[config.mk]
export PLATFORM = sky130hd
export DESIGN_NAME = mem_read_arbiter_flat
export DESIGN_NICKNAME = d
export VERILOG_FILES = /design/src/rtl/mem_read_arbiter_if.sv /design/src/rtl/mem_read_arbiter.sv /design/src/flat_wrapper.sv
export SDC_FILE = /design/constraint.sdc
export NUM_CORES = 1
export LEC_CHECK = 0
export BUFFER_PORTS_ARGS = -buffer_cell sky130_fd_sc_hd__buf_2
export CORE_AREA = 2 2 106 108
export DETAILED_ROUTE_END_ITERATION = 10
export DIE_AREA = 0 0 108 110
export PLACE_DENSITY = 0.84
export SETUP_SLACK_MARGIN = 0.3
export SLEW_MARGIN = 10
export SYNTH_ARGS = -nofsm -noshare
export SYNTH_HDL_FRONTEND = slang
export SYNTH_SLANG_ARGS = --single-unit
export TNS_END_PERCENT = 50
[constraint.sdc]
create_clock -name aclk -period 6.09 [get_ports aclk]
set_clock_uncertainty 0.2 [all_clocks]
set_input_delay 0.9135 -clock aclk [delete_from_list [all_inputs] [get_ports aclk]]
set_output_delay 0.9135 -clock aclk [all_outputs]
set_load 0.005 [all_outputs]
[src/rtl/mem_read_arbiter_if.sv]
// mem_read_arbiter_if: requester-side and memory-side AXI4 read channel bundle for the arbiter
interface mem_read_arbiter_if #(
    parameter int NUM_PORTS  = 2,
    parameter int DATA_WIDTH = 32,
    parameter int ADDR_WIDTH = 32,
    parameter int ID_WIDTH   = 8
);
    localparam int PORT_LG = NUM_PORTS > 1 ? $clog2(NUM_PORTS) : 1;
    logic [NUM_PORTS-1:0]            s_axi_arvalid;
    logic [NUM_PORTS-1:0]            s_axi_arready;
    logic [NUM_PORTS*ID_WIDTH-1:0]   s_axi_arid;
    logic [NUM_PORTS*ADDR_WIDTH-1:0] s_axi_araddr;
    logic [NUM_PORTS*8-1:0]          s_axi_arlen;
    logic [NUM_PORTS*3-1:0]          s_axi_arsize;
    logic [NUM_PORTS*2-1:0]          s_axi_arburst;
    logic [NUM_PORTS-1:0]            s_axi_rvalid;
    logic [NUM_PORTS-1:0]            s_axi_rready;
    logic [ID_WIDTH-1:0]             s_axi_rid;
    logic [DATA_WIDTH-1:0]           s_axi_rdata;
    logic [1:0]                      s_axi_rresp;
    logic                            s_axi_rlast;
    logic [ID_WIDTH+PORT_LG-1:0]     m_mem_axi_arid;
    logic [ADDR_WIDTH-1:0]           m_mem_axi_araddr;
    logic [7:0]                      m_mem_axi_arlen;
    logic [2:0]                      m_mem_axi_arsize;
    logic [1:0]                      m_mem_axi_arburst;
    logic                            m_mem_axi_arlock;
    logic [3:0]                      m_mem_axi_arcache;
    logic [2:0]                      m_mem_axi_arprot;
    logic                            m_mem_axi_arvalid;
    logic                            m_mem_axi_arready;
    logic [ID_WIDTH+PORT_LG-1:0]     m_mem_axi_rid;
    logic [DATA_WIDTH-1:0]           m_mem_axi_rdata;
    logic [1:0]                      m_mem_axi_rresp;
    logic                            m_mem_axi_rlast;
    logic                            m_mem_axi_rvalid;
    logic                            m_mem_axi_rready;
    modport slave (
        input  s_axi_arvalid, s_axi_arid, s_axi_araddr, s_axi_arlen, s_axi_arsize, s_axi_arburst, s_axi_rready,
        output s_axi_arready, s_axi_rvalid, s_axi_rid, s_axi_rdata, s_axi_rresp, s_axi_rlast,
        output m_mem_axi_arid, m_mem_axi_araddr, m_mem_axi_arlen, m_mem_axi_arsize, m_mem_axi_arburst,
        output m_mem_axi_arlock, m_mem_axi_arcache, m_mem_axi_arprot, m_mem_axi_arvalid, m_mem_axi_rready,
        input  m_mem_axi_arready, m_mem_axi_rid, m_mem_axi_rdata, m_mem_axi_rresp, m_mem_axi_rlast, m_mem_axi_rvalid
    );
    modport master (
        output s_axi_arvalid, s_axi_arid, s_axi_araddr, s_axi_arlen, s_axi_arsize, s_axi_arburst, s_axi_rready,
        input  s_axi_arready, s_axi_rvalid, s_axi_rid, s_axi_rdata, s_axi_rresp, s_axi_rlast,
        input  m_mem_axi_arid, m_mem_axi_araddr, m_mem_axi_arlen, m_mem_axi_arsize, m_mem_axi_arburst,
        input  m_mem_axi_arlock, m_mem_axi_arcache, m_mem_axi_arprot, m_mem_axi_arvalid, m_mem_axi_rready,
        output m_mem_axi_arready, m_mem_axi_rid, m_mem_axi_rdata, m_mem_axi_rresp, m_mem_axi_rlast, m_mem_axi_rvalid
    );
endinterface

[src/rtl/mem_read_arbiter.sv]
// mem_read_arbiter: round-robin sharing of one AXI4 read channel, port index carried in the upper ID bits
module mem_read_arbiter #(
    parameter int NUM_PORTS       = 2,
    parameter int DATA_WIDTH      = 32,
    parameter int ADDR_WIDTH      = 32,
    parameter int ID_WIDTH        = 8,
    parameter int MAX_OUTSTANDING = 4
) (
    input logic aclk,
    input logic resetn,
    mem_read_arbiter_if.slave bus
);
    localparam int PORT_LG = NUM_PORTS > 1 ? $clog2(NUM_PORTS) : 1;
    logic [PORT_LG-1:0]   ptr, gnt, sel;
    logic                 gnt_ok, take, sel_ok;
    logic [NUM_PORTS-1:0] elig, inc, dec;
    logic [7:0]           cnt [NUM_PORTS];
    always_comb begin
        gnt_ok = 1'b0;
        gnt = '0;
        for (int k = 1; k <= NUM_PORTS; k++) begin
            if (!gnt_ok && elig[(int'(ptr) + k) % NUM_PORTS]) begin
                gnt_ok = 1'b1;
                gnt = PORT_LG'((int'(ptr) + k) % NUM_PORTS);
            end
        end
    end
    assign take = gnt_ok && (!bus.m_mem_axi_arvalid || bus.m_mem_axi_arready);
    assign bus.s_axi_arready = take ? NUM_PORTS'(1) << gnt : '0;
    always_ff @(posedge aclk or negedge resetn) begin
        if (!resetn) begin
            bus.m_mem_axi_arvalid <= 1'b0;
            bus.m_mem_axi_arid <= '0;
            bus.m_mem_axi_araddr <= '0;
            bus.m_mem_axi_arlen <= '0;
            bus.m_mem_axi_arsize <= '0;
            bus.m_mem_axi_arburst <= '0;
            ptr <= PORT_LG'(NUM_PORTS - 1);
        end else if (take) begin
            bus.m_mem_axi_arvalid <= 1'b1;
            bus.m_mem_axi_arid <= {gnt, bus.s_axi_arid[int'(gnt)*ID_WIDTH +: ID_WIDTH]};
            bus.m_mem_axi_araddr <= bus.s_axi_araddr[int'(gnt)*ADDR_WIDTH +: ADDR_WIDTH];
            bus.m_mem_axi_arlen <= bus.s_axi_arlen[int'(gnt)*8 +: 8];
            bus.m_mem_axi_arsize <= bus.s_axi_arsize[int'(gnt)*3 +: 3];
            bus.m_mem_axi_arburst <= bus.s_axi_arburst[int'(gnt)*2 +: 2];
            ptr <= gnt;
        end else if (bus.m_mem_axi_arready) begin
            bus.m_mem_axi_arvalid <= 1'b0;
        end
    end
    assign bus.m_mem_axi_arlock = 1'b0;
    assign bus.m_mem_axi_arcache = '0;
    assign bus.m_mem_axi_arprot = '0;
    // Beats tagged with a nonexistent port are accepted and dropped so the memory never stalls on them
    assign sel = bus.m_mem_axi_rid[ID_WIDTH +: PORT_LG];
    assign sel_ok = int'(sel) < NUM_PORTS;
    assign bus.s_axi_rvalid = (sel_ok && bus.m_mem_axi_rvalid) ? NUM_PORTS'(1) << sel : '0;
    assign bus.m_mem_axi_rready = sel_ok ? bus.s_axi_rready[sel] : 1'b1;
    assign bus.s_axi_rid = bus.m_mem_axi_rid[ID_WIDTH-1:0];
    assign bus.s_axi_rdata = bus.m_mem_axi_rdata[DATA_WIDTH-1:0];
    assign bus.s_axi_rresp = bus.m_mem_axi_rresp;
    assign bus.s_axi_rlast = bus.m_mem_axi_rlast;
    for (genvar i = 0; i < NUM_PORTS; i++) begin : g_port
        assign elig[i] = bus.s_axi_arvalid[i] && cnt[i] < 8'(MAX_OUTSTANDING);
        assign inc[i] = take && gnt == PORT_LG'(i);
        assign dec[i] = bus.m_mem_axi_rvalid && bus.m_mem_axi_rready && bus.m_mem_axi_rlast && sel_ok && sel == PORT_LG'(i);
        always_ff @(posedge aclk or negedge resetn) begin
            if (!resetn) cnt[i] <= '0;
            else if (inc[i] && !dec[i]) cnt[i] <= cnt[i] + 8'd1;
            else if (dec[i] && !inc[i] && cnt[i] != '0) cnt[i] <= cnt[i] - 8'd1;
        end
    end
endmodule
[src/flat_wrapper.sv]
// flat-port wrapper written by rule: the top's interface ports become plain ports
module mem_read_arbiter_flat 
#(
    parameter int NUM_PORTS       = 2,
    parameter int DATA_WIDTH      = 32,
    parameter int ADDR_WIDTH      = 32,
    parameter int ID_WIDTH        = 8,
    parameter int MAX_OUTSTANDING = 4
)
  (aclk, resetn, bus_s_axi_arvalid, bus_s_axi_arid, bus_s_axi_araddr, bus_s_axi_arlen, bus_s_axi_arsize, bus_s_axi_arburst, bus_s_axi_rready, bus_s_axi_arready, bus_s_axi_rvalid, bus_s_axi_rid, bus_s_axi_rdata, bus_s_axi_rresp, bus_s_axi_rlast, bus_m_mem_axi_arid, bus_m_mem_axi_araddr, bus_m_mem_axi_arlen, bus_m_mem_axi_arsize, bus_m_mem_axi_arburst, bus_m_mem_axi_arlock, bus_m_mem_axi_arcache, bus_m_mem_axi_arprot, bus_m_mem_axi_arvalid, bus_m_mem_axi_rready, bus_m_mem_axi_arready, bus_m_mem_axi_rid, bus_m_mem_axi_rdata, bus_m_mem_axi_rresp, bus_m_mem_axi_rlast, bus_m_mem_axi_rvalid);
  mem_read_arbiter_if #(.NUM_PORTS(NUM_PORTS), .DATA_WIDTH(DATA_WIDTH), .ADDR_WIDTH(ADDR_WIDTH), .ID_WIDTH(ID_WIDTH)) bus_i ();
  input logic aclk;
  input logic resetn;
  input wire logic [$bits(bus_i.s_axi_arvalid)-1:0] bus_s_axi_arvalid;
  input wire logic [$bits(bus_i.s_axi_arid)-1:0] bus_s_axi_arid;
  input wire logic [$bits(bus_i.s_axi_araddr)-1:0] bus_s_axi_araddr;
  input wire logic [$bits(bus_i.s_axi_arlen)-1:0] bus_s_axi_arlen;
  input wire logic [$bits(bus_i.s_axi_arsize)-1:0] bus_s_axi_arsize;
  input wire logic [$bits(bus_i.s_axi_arburst)-1:0] bus_s_axi_arburst;
  input wire logic [$bits(bus_i.s_axi_rready)-1:0] bus_s_axi_rready;
  output wire logic [$bits(bus_i.s_axi_arready)-1:0] bus_s_axi_arready;
  output wire logic [$bits(bus_i.s_axi_rvalid)-1:0] bus_s_axi_rvalid;
  output wire logic [$bits(bus_i.s_axi_rid)-1:0] bus_s_axi_rid;
  output wire logic [$bits(bus_i.s_axi_rdata)-1:0] bus_s_axi_rdata;
  output wire logic [$bits(bus_i.s_axi_rresp)-1:0] bus_s_axi_rresp;
  output wire logic [$bits(bus_i.s_axi_rlast)-1:0] bus_s_axi_rlast;
  output wire logic [$bits(bus_i.m_mem_axi_arid)-1:0] bus_m_mem_axi_arid;
  output wire logic [$bits(bus_i.m_mem_axi_araddr)-1:0] bus_m_mem_axi_araddr;
  output wire logic [$bits(bus_i.m_mem_axi_arlen)-1:0] bus_m_mem_axi_arlen;
  output wire logic [$bits(bus_i.m_mem_axi_arsize)-1:0] bus_m_mem_axi_arsize;
  output wire logic [$bits(bus_i.m_mem_axi_arburst)-1:0] bus_m_mem_axi_arburst;
  output wire logic [$bits(bus_i.m_mem_axi_arlock)-1:0] bus_m_mem_axi_arlock;
  output wire logic [$bits(bus_i.m_mem_axi_arcache)-1:0] bus_m_mem_axi_arcache;
  output wire logic [$bits(bus_i.m_mem_axi_arprot)-1:0] bus_m_mem_axi_arprot;
  output wire logic [$bits(bus_i.m_mem_axi_arvalid)-1:0] bus_m_mem_axi_arvalid;
  output wire logic [$bits(bus_i.m_mem_axi_rready)-1:0] bus_m_mem_axi_rready;
  input wire logic [$bits(bus_i.m_mem_axi_arready)-1:0] bus_m_mem_axi_arready;
  input wire logic [$bits(bus_i.m_mem_axi_rid)-1:0] bus_m_mem_axi_rid;
  input wire logic [$bits(bus_i.m_mem_axi_rdata)-1:0] bus_m_mem_axi_rdata;
  input wire logic [$bits(bus_i.m_mem_axi_rresp)-1:0] bus_m_mem_axi_rresp;
  input wire logic [$bits(bus_i.m_mem_axi_rlast)-1:0] bus_m_mem_axi_rlast;
  input wire logic [$bits(bus_i.m_mem_axi_rvalid)-1:0] bus_m_mem_axi_rvalid;
  assign bus_i.s_axi_arvalid = bus_s_axi_arvalid;
  assign bus_i.s_axi_arid = bus_s_axi_arid;
  assign bus_i.s_axi_araddr = bus_s_axi_araddr;
  assign bus_i.s_axi_arlen = bus_s_axi_arlen;
  assign bus_i.s_axi_arsize = bus_s_axi_arsize;
  assign bus_i.s_axi_arburst = bus_s_axi_arburst;
  assign bus_i.s_axi_rready = bus_s_axi_rready;
  assign bus_s_axi_arready = bus_i.s_axi_arready;
  assign bus_s_axi_rvalid = bus_i.s_axi_rvalid;
  assign bus_s_axi_rid = bus_i.s_axi_rid;
  assign bus_s_axi_rdata = bus_i.s_axi_rdata;
  assign bus_s_axi_rresp = bus_i.s_axi_rresp;
  assign bus_s_axi_rlast = bus_i.s_axi_rlast;
  assign bus_m_mem_axi_arid = bus_i.m_mem_axi_arid;
  assign bus_m_mem_axi_araddr = bus_i.m_mem_axi_araddr;
  assign bus_m_mem_axi_arlen = bus_i.m_mem_axi_arlen;
  assign bus_m_mem_axi_arsize = bus_i.m_mem_axi_arsize;
  assign bus_m_mem_axi_arburst = bus_i.m_mem_axi_arburst;
  assign bus_m_mem_axi_arlock = bus_i.m_mem_axi_arlock;
  assign bus_m_mem_axi_arcache = bus_i.m_mem_axi_arcache;
  assign bus_m_mem_axi_arprot = bus_i.m_mem_axi_arprot;
  assign bus_m_mem_axi_arvalid = bus_i.m_mem_axi_arvalid;
  assign bus_m_mem_axi_rready = bus_i.m_mem_axi_rready;
  assign bus_i.m_mem_axi_arready = bus_m_mem_axi_arready;
  assign bus_i.m_mem_axi_rid = bus_m_mem_axi_rid;
  assign bus_i.m_mem_axi_rdata = bus_m_mem_axi_rdata;
  assign bus_i.m_mem_axi_rresp = bus_m_mem_axi_rresp;
  assign bus_i.m_mem_axi_rlast = bus_m_mem_axi_rlast;
  assign bus_i.m_mem_axi_rvalid = bus_m_mem_axi_rvalid;
  mem_read_arbiter #(.NUM_PORTS(NUM_PORTS), .DATA_WIDTH(DATA_WIDTH), .ADDR_WIDTH(ADDR_WIDTH), .ID_WIDTH(ID_WIDTH), .MAX_OUTSTANDING(MAX_OUTSTANDING)) u_core (.aclk(aclk), .resetn(resetn), .bus(bus_i));
endmodule
# After elaboration in Yosys (flattened, before gate mapping)
# Index checks and enable logic that the tools add are counted.
# op_classes
add_sub_neg,6
mul,1
magnitude_cmp,5
shift,7
mux,20
bitwise_logic,4
reduce_logical,28
# ops
operator,count
$shiftx A64 B7 Y32,1
$mux W8,4
$shiftx A16 B5 Y8,2
$shiftx A6 B32 Y3,1
$add A8 B1 Y8 const B,2
$logic_and A1 B1 Y1,16
$lt A8 B3 Y1 const B,2
$reduce_bool A8 Y1,2
$sub A8 B1 Y8 const B,2
$mux W1,14
$logic_not A1 Y1,6
$lt A2 B3 Y1 const B,2
$reduce_bool A2 Y1,3
$mux W2,2
$shiftx A4 B3 Y2,1
$shl A1 B1 Y2 const A,2
$mul A1 B2 Y3 const B,1
$add A1 B1 Y1 const B,2
$and A1 B1 Y1 const A,2
$lt A1 B2 Y1 const B,1
$not A1 Y1,2
$logic_or A1 B1 Y1,1
# word_totals
ff_bits,72
inputBits,158
output_inout_bits,111
elab_cells,80

# Longest topological paths before layout
# depth
word_depth,16
ltp_mapped,9
mapped_depth_nobuf,9

# Worst setup path before layout
# OpenSTA, ideal clock, no wires.
# synth_path
kind,in2reg
from,input bus_s_axi_arvalid[0]
to,register u_core.cnt[14] (netlist bit)
setup_ns,0.125
arrival_time_ns,3.334
required_ns,5.765
path_slack_ns,2.431
stages,9
path_buffers,0
cell_sequence,or3b_2 > or3_4 > or3_4 > fa_1 > a211oi_1 > o21bai_1 > a21oi_1 > xnor2_1 > mux2_2
# synth_via
elab_chain_cells,14
elab_cells_between_ends,22
classes_between,11 x mux; 1 x bitwise; 10 x reduce/logical
# synth_rtl
item,line,source
from (decl),flat_wrapper.sv:14,input wire logic [$bits(bus_i.s_axi_arvalid)-1:0] bus_s_axi_arvalid;
$logic_and A1 B1 Y1 (*),mem_read_arbiter.sv:64,assign elig[i] = bus.s_axi_arvalid[i] && cnt[i] < 8'(MAX_OUTSTANDING);
$mux W1 (implied by the code) (3 in a row),mem_read_arbiter.sv:22,if (!gnt_ok && elig[(int'(ptr) + k) % NUM_PORTS]) begin
$mux W1,mem_read_arbiter.sv:22,
$logic_not A1 Y1,mem_read_arbiter.sv:22,
$logic_and A1 B1 Y1,mem_read_arbiter.sv:22,
$mux W1,mem_read_arbiter.sv:22,
$logic_and A1 B1 Y1 or $not A1 Y1 (tied branches),"mem_read_arbiter.sv:28, mem_read_arbiter.sv:65",
$logic_and A1 B1 Y1 (*),mem_read_arbiter.sv:65,assign inc[i] = take && gnt == PORT_LG'(i);
$logic_not A1 Y1,mem_read_arbiter.sv:70,else if (dec[i] && !inc[i] && cnt[i] != '0) cnt[i] <= cnt[i] - 8'd1;
$logic_and A1 B1 Y1 (2 in a row),mem_read_arbiter.sv:70,
$reduce_bool A2 Y1 (no source line),--,
"to (signal, indexed assignment)",mem_read_arbiter.sv:69,else if (inc[i] && !dec[i]) cnt[i] <= cnt[i] + 8'd1;
to (decl),mem_read_arbiter.sv:17,logic [7:0] cnt [NUM_PORTS];
# Every way passes the cells marked *; elsewhere a longest branch is shown, timed or not. The select of a mux whose other input is x is not followed.
# A chain may end at the register's enable or synchronous reset.

# Final worst setup path
# Same ends and word-level chain as after synthesis.

==> results.json <==
{
  "outcome": "finished clean",
  "cts_hold_buffers": 0,
  "avgSynthCellArea_sq_um": 9.838,
  "synth-edff-count": 0,
  "synth_top_area_cell": "dfrtp_1",
  "drive_gt1_share_pct": 40.04,
  "synth_top_family_by_area": "compound AO/OA/AOI/OAI gates",
  "grt_pass1_vias": 3424,
  "wl_mm": 10.24,
  "clk_latency_ps": 330,
  "ys.flop_type": "dfrtp_1",
  "cap_violations": 0,
  "die_y_um": 110,
  "initial_core_util_pct": 37.61,
  "p_leak_nw": 2.431,
  "antenna_found_initial": 0,
  "yosys_warnings": 0,
  "hpwlAfterDp_mm": 7.513,
  "startpoint_type": "primary input",
  "yosys.area.top_type_share_pct": 44.15,
  "clock_path_buffers": 2,
  "die-area_sq_mm": 0.01188,
  "core_area_sq_mm": 0.01070,
  "cpPeakStageDelay_ps": 460,
  "clk_pin_slew_ps": 80,
  "grt_pass1_wl_mm": 15.84,
  "p_per_area_mw_per_mm2": 457.5,
  "fmax_mhz": 269.0,
  "vdd_drop_max_mv": 0.1821,
  "cp-end-kind": "flop",
  "synth.distinct_cells": 42,
  "slew_viol_final": 0,
  "firstDrtPassIters": 4,
  "rsz0062_at_grt": "false",
  "cpMostUsedCell": "or3_4",
  "fill_cells": 1048,
  "syn_area_sq_mm": 0.004024,
  "cts_buffers": 9,
  "via_per_inst": 5.057,
  "fp-row-count": 38,
  "synth_mux_area_share_pct": 4.136,
  "grt_usage_pct": 17.03,
  "syn_to_final_growth_pct": 21.27,
  "cts_tree": "built",
  "crit_arrival_ps": 3740,
  "portBuffers": 176,
  "yosysSeqAreaShare_pct": 44.81,
  "critPathMaxFanout": 9,
  "synthXorXnorAreaFrac_pct": 3.047,
  "antenna_left": 0,
  "cp_cell_sequence": "buf_2 -> or3b_2 -> or3_4 -> or3_4 -> fa_1 -> a211oi_1 -> o21bai_1 -> a21oi_1 -> xnor2_1 -> mux2_2",
  "ctsResizeCount": 0,
  "yosysMostFrequentCell": "dfrtp_1",
  "required_ps": 6110,
  "synth-seq-cells": 72,
  "slowest_stage": "or3_4",
  "period_share_pct": 61.04,
  "grt_max_degree": 73,
  "die_w_um": 108,
  "hold_class": "flop to flop",
  "gp_congestion": 0.8817,
  "grt_overflow": 0,
  "worstMarginPinSlew_ps": 1164,
  "final.min_clock_period_ps": 3717,
  "synthArstFlopShare_pct": 100.0,
  "finalSetupViolations": 0,
  "clock-root-buffer": "clkbuf_8",
  "max-slew-margin-rel_pct": 22.20,
  "cts.htree.levels": 3,
  "fin_setup_tns_ps": 0,
  "drtIter0Drc": 158,
  "vias": 3449,
  "numClockSinks": 72,
  "layout.nets": 710,
  "synthAdderAreaFrac_pct": 4.726,
  "drc": 0,
  "worstSetupPathType": "primary input to flop",
  "n_antenna_cell": 0,
  "synth_top_cells_by_count": "dfrtp_1, o21ai_0, inv_1, a22oi_1, buf_4",
  "synthSimpleGateAreaFrac_pct": 5.473,
  "whs_ps": 275.1,
  "cts_setup_buffers": 0,
  "hold_viol": 0,
  "synth-compound-area-share_pct": 21.39,
  "io_pins": 269,
  "wl_per_cell_um": 15.02,
  "synthTopCellsByArea": "dfrtp_1, a22oi_1, buf_4",
  "synthCells": 409
}
-- power by group --
| group | internal [mW] | switching, mW |
|---|---|---|
| combinational | 0.481 | 0.501 |
| clock | 0.186 | 0.181 |
| sequential | 0.725 | 0.160 |
| total | 1.39 | 0.841 |
-- kinds of logic after synthesis --
kind of cell    after synthesis
other cells                   1
flops                        72
compound gates              137
mux                          15
buf+inv                     122
fa+ha+maj                    14
simple gates                 34
xor+xnor                     14
-- placed cells by master, fill, tap and decap left out, types with 3 or more instances in the layout --
| cell | synthesis | layout |
|---|---|---|
| buf_2 | 6 | 175 |
| dfrtp_1 | 71 | 71 |
| o21ai_0 | 57 | 57 |
| inv_1 | 55 | 55 |
| a22oi_1 | 53 | 53 |
| mux2_2 | 13 | 13 |
| ha_1 | 12 | 12 |
| a21oi_1 | 10 | 9 |
| clkbuf_8 | 0 | 9 |
| xor2_1 | 8 | 8 |
| conb_1 | 1 | 8 |
| nand3_1 | 6 | 6 |
| xnor2_1 | 6 | 6 |
| nor2_1 | 5 | 5 |
| o21bai_1 | 4 | 4 |
| a21o_1 | 4 | 4 |
| o211ai_1 | 3 | 3 |
| a211oi_1 | 3 | 3 |
| clkinv_2 | 0 | 3 |
| buf_4 | 51 | 3 |
-- final cells by class --
type | count | area (sq um) | share of cell area (%)
flip-flops and latches | 72 | 1803 | 36.95
multi-input cells | 222 | 1612 | 33.03
repair buffers | 178 | 898.4 | 18.41
inverters | 55 | 206.4 | 4.231
well taps | 140 | 175.2 | 3.590
clock buffers | 9 | 123.9 | 2.538
clock inverters | 6 | 61.31 | 1.256
-- critical path, delay by kind of cell --
kind	cells	cell delay [ps]
adder cells (fa/ha/maj)	1	450
AO/OA/AOI/OAI	3	630
AND/OR/NAND/NOR	3	1280
XOR/XNOR	1	90
multiplexers	1	270
buffers and inverters	1	100
-- sequential cells by signal (all words and copies together), names as in the netlist --
register,flops
u_core.ptr,1
u_core.bus.m_mem_axi_arburst,2
u_core.bus.m_mem_axi_arsize,3
u_core.cnt,16
u_core.bus.m_mem_axi_arid,9
u_core.bus.m_mem_axi_arvalid,1
u_core.bus.m_mem_axi_arlen,8
u_core.bus.m_mem_axi_araddr,32
-- layer usage --
| layer | track usage [%] | wire length [um] |
|---|---|---|
| met2 | 29.20 | 5300 |
| met5 | 0 | 0 |
| met3 | 5.115 | 717 |
| met4 | 6.777 | 146 |
| met1 | 20.07 | 4078 |
-- through the flow --
step                utilization [%]  instances  power (mW)  setup slack [ps]  cell area (sq um)
floorplan                         -        416       1.500              2431               4050
global placement              43.88        667       1.809              2229               4695
detailed placement            43.88        667       1.872              2058               4695
CTS                           45.61        682       2.254              2424               4880
global route                  45.61        682       2.434              2246               4880
finish                        45.61        682       2.233              2373               4880
-- worst paths after layout --
kind / slack, ps / cells past startpoint / endpoint / startpoint
worst max-delay path: 2370 / 10 / u_core.cnt[14] / bus_s_axi_arvalid[0]
min in group asynchronous: 470 / 1 / u_core.bus.m_mem_axi_arvalid / resetn
worst min register to register: 280 / 1 / u_core.cnt[7] / u_core.cnt[7]
worst min-delay path: 280 / 1 / u_core.cnt[7] / u_core.cnt[7]
worst max register to register: 2460 / 9 / u_core.cnt[14] / u_core.cnt[14]
max in group asynchronous: 4590 / 1 / u_core.bus.m_mem_axi_arid[8] / resetn
Note: power is estimated with default switching activity, not from simulation.
